[src/rtl/hist_pkg.sv]
// rtl/hist_pkg.sv - shared constants and FSM states for the histogram observation generator
package hist_pkg;
  localparam int NOBS = 4;
  localparam int DW   = 8;
  localparam int CW   = 3;

  typedef enum logic [1:0] {
    S_IDLE = 2'd0,
    S_EMIT = 2'd1,
    S_REJ  = 2'd2
  } state_t;
endpackage

[src/rtl/hist_obs_gen_if.sv]
// rtl/hist_obs_gen_if.sv - descriptor input and observation output handshakes
interface hist_obs_gen_if #(parameter int DW = hist_pkg::DW);
  import hist_pkg::*;

  logic          in_valid;
  logic          in_ready;
  logic [DW-1:0] b1;
  logic [DW-1:0] b2;
  logic [CW-1:0] n;
  logic          out_valid;
  logic          out_ready;
  logic [DW-1:0] obs;
  logic [1:0]    obs_idx;
  logic          obs_last;
  logic          err;

  modport master (
    output in_valid, b1, b2, n, out_ready,
    input  in_ready, out_valid, obs, obs_idx, obs_last, err
  );

  modport slave (
    input  in_valid, b1, b2, n, out_ready,
    output in_ready, out_valid, obs, obs_idx, obs_last, err
  );
endinterface

[src/rtl/hist_wrap_ctr.sv]
// rtl/hist_wrap_ctr.sv - in-bin value counter: load, increment, wrap from hi back to lo
module hist_wrap_ctr #(
  parameter int DW = 8
) (
  input  logic          clk,
  input  logic          rst_n,
  input  logic          load,
  input  logic [DW-1:0] load_val,
  input  logic          inc,
  input  logic [DW-1:0] lo,
  input  logic [DW-1:0] hi,
  output logic [DW-1:0] value
);
  // Equality test against hi keeps the increment from ever reaching past the bin top.
  always_ff @(posedge clk or negedge rst_n) begin
    if (!rst_n) begin
      value <= '0;
    end else if (load) begin
      value <= load_val;
    end else if (inc) begin
      value <= (value == hi) ? lo : value + DW'(1);
    end
  end
endmodule

[src/rtl/hist_obs_gen.sv]
// rtl/hist_obs_gen.sv - emits NOBS observations whose inclusive [b1,b2] bin count equals n
module hist_obs_gen
  import hist_pkg::*;
#(
  parameter int NOBS = hist_pkg::NOBS,
  parameter int DW   = hist_pkg::DW
) (
  input  logic           clk,
  input  logic           rst_n,
  hist_obs_gen_if.slave  bus
);
  localparam logic [DW-1:0] MAXV     = '1;
  localparam logic [1:0]    LAST_IDX = 2'(NOBS - 1);
  localparam logic [CW-1:0] NOBS_C   = CW'(NOBS);

  state_t        state_q, state_nxt;
  logic [DW-1:0] b1_q, b2_q, ctr_val, fill;
  logic [CW-1:0] n_q;
  logic [1:0]    idx_q;
  logic          accept, beat, bad, in_bin;

  assign accept = (state_q == S_IDLE) && bus.in_valid;
  assign beat   = (state_q == S_EMIT) && bus.out_ready;

  // A full-range bin leaves no out-of-bin value, so only n==NOBS is satisfiable there.
  assign bad = (bus.n > NOBS_C) || (bus.b1 > bus.b2) ||
               ((bus.b1 == '0) && (bus.b2 == MAXV) && (bus.n < NOBS_C));

  assign in_bin = {1'b0, idx_q} < n_q;
  assign fill   = (b2_q != MAXV) ? b2_q + DW'(1) : b1_q - DW'(1);

  always_ff @(posedge clk or negedge rst_n) begin
    if (!rst_n) begin
      state_q <= S_IDLE;
    end else begin
      state_q <= state_nxt;
    end
  end

  always_comb begin
    state_nxt = state_q;
    case (state_q)
      S_IDLE: if (accept) state_nxt = bad ? S_REJ : S_EMIT;
      S_EMIT: if (beat && (idx_q == LAST_IDX)) state_nxt = S_IDLE;
      S_REJ:  state_nxt = S_IDLE;
      default: state_nxt = S_IDLE;
    endcase
  end

  always_ff @(posedge clk or negedge rst_n) begin
    if (!rst_n) begin
      b1_q  <= '0;
      b2_q  <= '0;
      n_q   <= '0;
      idx_q <= '0;
    end else begin
      if (accept) begin
        b1_q  <= bus.b1;
        b2_q  <= bus.b2;
        n_q   <= bus.n;
        idx_q <= '0;
      end else if (beat) begin
        idx_q <= idx_q + 2'd1;
      end
    end
  end

  hist_wrap_ctr #(.DW(DW)) u_ctr (
    .clk      (clk),
    .rst_n    (rst_n),
    .load     (accept),
    .load_val (bus.b1),
    .inc      (beat && in_bin),
    .lo       (b1_q),
    .hi       (b2_q),
    .value    (ctr_val)
  );

  // Outputs decode from registered state only, so they hold steady across stalls.
  assign bus.in_ready  = (state_q == S_IDLE);
  assign bus.out_valid = (state_q == S_EMIT);
  assign bus.obs       = (state_q == S_EMIT) ? (in_bin ? ctr_val : fill) : '0;
  assign bus.obs_idx   = idx_q;
  assign bus.obs_last  = (state_q == S_EMIT) && (idx_q == LAST_IDX);
  assign bus.err       = (state_q == S_REJ);
endmodule

[src/flat_wrapper.sv]
// flat-port wrapper written by rule: the top's interface ports become plain ports
module hist_obs_gen_flat import hist_pkg::*;
#(
  parameter int NOBS = hist_pkg::NOBS,
  parameter int DW   = hist_pkg::DW
)
  (clk, rst_n, bus_in_valid, bus_b1, bus_b2, bus_n, bus_out_ready, bus_in_ready, bus_out_valid, bus_obs, bus_obs_idx, bus_obs_last, bus_err);
  hist_obs_gen_if #(.DW(DW)) bus_i ();
  input  logic clk;
  input  logic rst_n;
  input wire logic [$bits(bus_i.in_valid)-1:0] bus_in_valid;
  input wire logic [$bits(bus_i.b1)-1:0] bus_b1;
  input wire logic [$bits(bus_i.b2)-1:0] bus_b2;
  input wire logic [$bits(bus_i.n)-1:0] bus_n;
  input wire logic [$bits(bus_i.out_ready)-1:0] bus_out_ready;
  output wire logic [$bits(bus_i.in_ready)-1:0] bus_in_ready;
  output wire logic [$bits(bus_i.out_valid)-1:0] bus_out_valid;
  output wire logic [$bits(bus_i.obs)-1:0] bus_obs;
  output wire logic [$bits(bus_i.obs_idx)-1:0] bus_obs_idx;
  output wire logic [$bits(bus_i.obs_last)-1:0] bus_obs_last;
  output wire logic [$bits(bus_i.err)-1:0] bus_err;
  assign bus_i.in_valid = bus_in_valid;
  assign bus_i.b1 = bus_b1;
  assign bus_i.b2 = bus_b2;
  assign bus_i.n = bus_n;
  assign bus_i.out_ready = bus_out_ready;
  assign bus_in_ready = bus_i.in_ready;
  assign bus_out_valid = bus_i.out_valid;
  assign bus_obs = bus_i.obs;
  assign bus_obs_idx = bus_i.obs_idx;
  assign bus_obs_last = bus_i.obs_last;
  assign bus_err = bus_i.err;
  hist_obs_gen #(.NOBS(NOBS), .DW(DW)) u_core (.clk(clk), .rst_n(rst_n), .bus(bus_i));
endmodule
[config.mk]
export PLATFORM = sky130hd
export DESIGN_NAME = hist_obs_gen_flat
export DESIGN_NICKNAME = d
export VERILOG_FILES = /design/src/rtl/hist_pkg.sv /design/src/rtl/hist_obs_gen_if.sv /design/src/rtl/hist_wrap_ctr.sv /design/src/rtl/hist_obs_gen.sv /design/src/flat_wrapper.sv
export SDC_FILE = /design/constraint.sdc
export NUM_CORES = 1
export LEC_CHECK = 0
export CORE_ASPECT_RATIO = 1.5
export CORE_MARGIN = 1.5
export CORE_UTILIZATION = 53
export DETAILED_ROUTE_END_ITERATION = 7
export PLACE_DENSITY = 0.86
export SYNTH_ARGS = -nofsm -noshare
export SYNTH_HDL_FRONTEND = slang
export SYNTH_SLANG_ARGS = --single-unit
[constraint.sdc]
create_clock -name clk -period 3.7 [get_ports clk]
set_clock_uncertainty 0.15 [all_clocks]
set_input_delay 0.555 -clock clk [delete_from_list [all_inputs] [get_ports clk]]
set_output_delay 0.555 -clock clk [all_outputs]
set_load 0.02 [all_outputs]
==> results.sh <==
export IMPL_die_area_mm2=0.004798
export IMPL_period_needed_ns=3.338
export IMPL_antenna_found_initial=0
export IMPL_ctsRootBufferMaster="clkbuf_8"
export IMPL_final_common_cell="nand2_1"
export IMPL_synthTopCellsByArea="dfrtp_1 (33%), nand2_1 (10%), ha_1 (7.0%)"
export IMPL_synth_largest_area_cell="dfrtp_1"
export IMPL_diodes=0
export IMPL_layout_nets=346
export IMPL_cp_depth=6
export IMPL_cts_resized=0
export IMPL_crit_path_cell_trace="ha_1 -> o21ba_2 -> and2_1 -> nand2_1 -> o32ai_1 -> clkdlybuf4s50_1"
export IMPL_synth_avg_cell_area_um2=8.269
export IMPL_reg2reg_from="u_core.bus.obs_idx[1]"
export IMPL_holdCritStartpoint="u_core.n_q[0]"
export IMPL_yosys_warnings=0
export IMPL_die_h_um=84.09
export IMPL_cts_buffers=5
export IMPL_leakagePower_uw=0.001322
export IMPL_synth_edf_count=0
export IMPL_fin_ws_ns=0.3623
export IMPL_layout_common_cells="nand2_1 (64), clkdlybuf4s50_1 (36), dfrtp_1 (31)"
export IMPL_path_delay_family="buffers and inverters"
export IMPL_syn_inst=281
export IMPL_cp_num_buf_inv=1
export IMPL_synth_seq_area_share=0.3339
export IMPL_design_portCount=37
export IMPL_viasPerCell=5.930
export IMPL_syn_to_final_growth_pct=18.74
export IMPL_grt_pass1_wl_mm=9.742
export IMPL_num_vias=2117
export IMPL_drive_above_1_share=0.05788
export IMPL_ys_ff_latch=31
export IMPL_dr_pass1_iters=4
export IMPL_hold_end="u_core.n_q[0]"
export IMPL_cts_tree="built"
export IMPL_hp_class="reg -> reg"
export IMPL_post_cts_repair_setup_buffers=0
export IMPL_r2r_setup_slack_ns=1.43
export IMPL_critPathMaxStageDelay_ns=0.64
export IMPL_ys_types=47
export IMPL_hold_depth=2
export IMPL_async_flop_share=1.000
export IMPL_finalHoldViolCount=0
export IMPL_first_iter_violations=90
export IMPL_crit_path_end_kind="output port"
export IMPL_finalSetupViolCount=0
export IMPL_portBuffers=36
export IMPL_fmax_ghz=0.2996
export IMPL_holdBufCountCts=0
export IMPL_grt_pass1_vias=2061
export IMPL_post_route_drc_count=0
export IMPL_dp_hpwl_mm=4.366
export IMPL_netlist_area_leader_share=0.3339
export IMPL_maxSlewHeadroom=0.5796
export IMPL_grt_overflow_total=0
export IMPL_timing_rr_end="u_core.u_ctr.value[0]"
export IMPL_slowest_stage="clkdlybuf4s50_1"
export IMPL_coreArea_mm2=0.004209
export IMPL_gp_congestion=0.9489
export IMPL_slew_violations=0
export IMPL_outcome="finished clean"
export IMPL_track_usage=0.2629
export IMPL_initial_core_util=0.5520
export IMPL_clk_latency_ns=0.29
export IMPL_routedWlPerCell_um=15.89
export IMPL_grt_max_degree=33
export IMPL_rsz0062_at_grt="no"
export IMPL_tightest_slew_ns=0.6305
export IMPL_synth_nets=317
export IMPL_cts_sinks=31
export IMPL_synth_main_ff_cell="dfrtp_1"
export IMPL_place_ws_ns=0.7051
export IMPL_rows=29
export IMPL_clk_pin_slew_ns=0.06
export IMPL_fin_crit_sh=0.9021
export IMPL_clockBufferDepth=2
export IMPL_crit_type="reg -> out"
export IMPL_required_ns=2.99
export IMPL_htree_levels=2
export IMPL_worstRegToRegCells=5
export IMPL_setup_tns_final_ns=0
export IMPL_netlist_area_mm2=0.002323
export IMPL_crit_fanout=12
export IMPL_dieWidth_um=57.06
export IMPL_wl_mm=5.674
export IMPL_arrival_ns=2.63
export IMPL_antenna_left=0
export IMPL_irDropWorstVdd_v=0.0005717
export IMPL_cp_start_kind="register"
export IMPL_power_density_mw_per_mm2=785.6
export IMPL_cap_violations=0
==> how the worst max path moves through the flow <==
stage	end	slack, ns	from
6_report	bus_obs[7]	0.36	u_core.bus.obs_idx[1]
5_1_grt	bus_obs[7]	0.18	u_core.bus.obs_idx[1]
4_1_cts	bus_obs[7]	0.38	u_core.bus.obs_idx[1]
3_5_place_dp	bus_obs[7]	0.71	u_core.bus.obs_idx[1]
3_3_place_gp	bus_obs[7]	0.75	u_core.bus.obs_idx[1]
2_1_floorplan	bus_obs[4]	1.09	u_core.bus.obs_idx[1]
==> metrics by stage <==
| stage | instance area (um^2) | instances | hold slack [ns] | utilization | total power (uW) |
|---|---|---|---|---|---|
| detailed placement | 2678 | 349 | 0.3276 | 0.6361 | 1909 |
| global route | 2759 | 357 | 0.3733 | 0.6555 | 2356 |
| global placement | 2678 | 349 | 0.3050 | 0.6361 | 1884 |
| floorplan | 2323 | 281 | 0.1094 | - | 1572 |
| CTS | 2759 | 357 | 0.3535 | 0.6555 | 2169 |
| finish | 2759 | 357 | 0.3490 | 0.6555 | 2167 |
==> flip-flops by register name, indices dropped and copies added (netlist names) <==
register / count
u_core.n_q: 3
u_core.b1_q: 8
u_core.u_ctr.value: 8
u_core.bus.obs_idx: 2
u_core.state_q: 2
u_core.b2_q: 8
==> synthesized netlist by cell type, types with 2 or more instances <==
library cell and instances:
a21oi_1 8, and2_1 3, buf_4 2, buf_6 2, clkbuf_1 11, dfrtp_1 31, ha_1 13, inv_1 13
mux2i_1 12, nand2_1 64, nand2b_1 4, nand3_1 12, nand4_1 7, nor2_1 9, nor3_1 4, nor3b_1 5
nor4_1 3, o211ai_1 3, o21ai_0 23, o31ai_1 3, o32ai_1 2, or3_1 2, xnor2_1 9, xor2_1 13
==> layout make-up <==
cell class	count	area, um^2
Clock inverter	1	5.005
Multi-Input combinational cell	220	1416
Inverter	14	52.55
Fill cell	344	1450
Tap cell	46	57.56
Timing Repair Buffer	38	375.4
Sequential cell	31	775.7
Clock buffer	7	76.32
==> layer usage <==
layer / up-vias / GRT usage / share of wire
met1: 995 / 0.3176 / 0.39
met3: 19 / 0.03566 / 0.051
met5: - / 0 / 0
li1: 1023 / - / -
met4: 0 / 0.1459 / 0.047
met2: 80 / 0.4399 / 0.51
==> tightest hold or removal path, cell delays in order (launching register included) <==
cell,delay (ns)
dfrtp_1,0.35
nand2_1,0.05
nand2_1,0.06
==> where the power goes <==
group / internal, uW / leakage, uW / switching [uW]
Sequential: 497 / 0.000385 / 280
Combinational: 528 / 0.000895 / 609
Clock: 132 / 0.0000422 / 122
Total: 1160 / 0.00132 / 1010
==> cells by family (layout without fill, tap and decap cells) <==
group                      Yosys count  after routing  share of synthesized area
AOI/OAI and AO/OA                   45             45                     0.1169
buffers and inverters               30             60                    0.05869
adders and majority gates           13             13                    0.07001
DFF                                 31             31                     0.3339
muxes                               13             13                    0.05654
xor gates and xnor gates            23             23                    0.08993
and+or+nand+nor                    126            126                     0.2741
No activity file was read; power rests on OpenSTA's default activity.
==> variant (config.mk and constraints unchanged) <==
Register the output `bus.err`, without a reset; this adds one clock of latency there.
--- a/src/rtl/hist_obs_gen.sv
+++ b/src/rtl/hist_obs_gen.sv
@@ -82,6 +82,8 @@
   assign bus.obs       = (state_q == S_EMIT) ? (in_bin ? ctr_val : fill) : '0;
   assign bus.obs_idx   = idx_q;
   assign bus.obs_last  = (state_q == S_EMIT) && (idx_q == LAST_IDX);
-  assign bus.err       = (state_q == S_REJ);
+  always_ff @(posedge clk) begin
+    bus.err <= (state_q == S_REJ);
+  end
 endmodule
 
Behaviour: not the same (a bounded check fails within 4 cycles, from zero or initial values and one cycle with rst_n low).
==> variant against the original RTL <==
Critical path type unchanged; count of clock-buffer cells in the layout fell by 1; via count up 2.9%; power grew 4.9%; wire length increased by 4.9%; final area rose by 1.7%; sequential share of layout area grew 0.25 points; setup slack lost 0.044 ns; sequential cell count rose by 1; area after synthesis rose by 0.86%.
==> variant: results (changes against the original RTL) <==
- Status: finished clean (unchanged)
* Share of the final layout cell area in sequential cells: 28.4% (was 28.1%)
- The worst endpoint data arrival time came to 2.68 ns (was 2.63 ns).
* Leading post-synthesis cells by cell area: dfrtp_1, nand2_1, ha_1, mux2i_1, o21ai_0 (unchanged)
- The multi-input gate share of the layout cell area was 50.5% (was 51.3%).
- The number of sinks on the clock net was 32 (was 31).
- Routed length per instance: 16.6 um (was 15.9 um)
- Layout cell share with drive strength beyond 1: 6.09% (was 5.79%)
* Post-synthesis share of cell area spent on full adders, half adders and majority gates: 6.94% (was 7.00%)
* Worst R2R Setup Slack: 1.41 ns (was 1.43 ns)
* Via density per instance: 6.08 (was 5.93)
* Relative contribution of combinational cells to total power: 50.4% (was 52.4%)
- Proportion of register bits with asynchronous set or reset after synthesis: 96.9% (was 100%)
* Global placer's final weighted congestion: 0.954 (was 0.949)
- Final Hold Slack: 0.358 ns (was 0.349 ns)
* Number of clock buffers in the layout: 6 (was 7)
- Net count after synthesis: 318 (was 317)
* Net count reported at finish: 347 (was 346)
- Area fraction in compound gates after synthesis: 11.6% (was 11.7%)
* Overall routing resource usage: 26.6% (was 26.3%)
* Share of final layout cell area taken by clock buffers and inverters: 3.84% (was 2.95%)
- The fraction of area in non-clock buffers came to 13.4% (was 13.6%).
- Detailed router's first-iteration violation count: 114 (was 90)
- The post-synthesis share of cell area spent on xor and xnor gates is 8.92% (was 8.99%).
* Sequential element share of the synthesized area: 34.0% (was 33.4%)
==> variant: worst max-delay path: cells and delay by family, from the launching register on <==
kind	cells	cell delay (ns)
and+or+nand+nor	2	0.58
DFF	1	0.41
AOI/OAI and AO/OA	2	0.44
adders and majority gates	1	0.30
buffers and inverters	1	0.64
==> variant: metal layers <==
metal	track usage, %	up-vias	share of wire [%]
met5	0	-	0
met4	13.1	0	5.2
met3	4.47	33	6.0
met2	45.9	102	50
met1	31.2	1016	39
li1	-	1027	-
==> variant: stage by stage <==
stage / cells / area (sq um) / setup WS [ns] / total power [mW]
6_report: 358 / 2810 / 0.318 / 2.27
5_1_grt: 358 / 2810 / 0.163 / 2.44
4_1_cts: 358 / 2810 / 0.362 / 2.26
3_5_place_dp: 350 / 2700 / 0.688 / 1.92
3_3_place_gp: 350 / 2700 / 0.744 / 1.88
2_1_floorplan: 282 / 2340 / 1.09 / 1.59
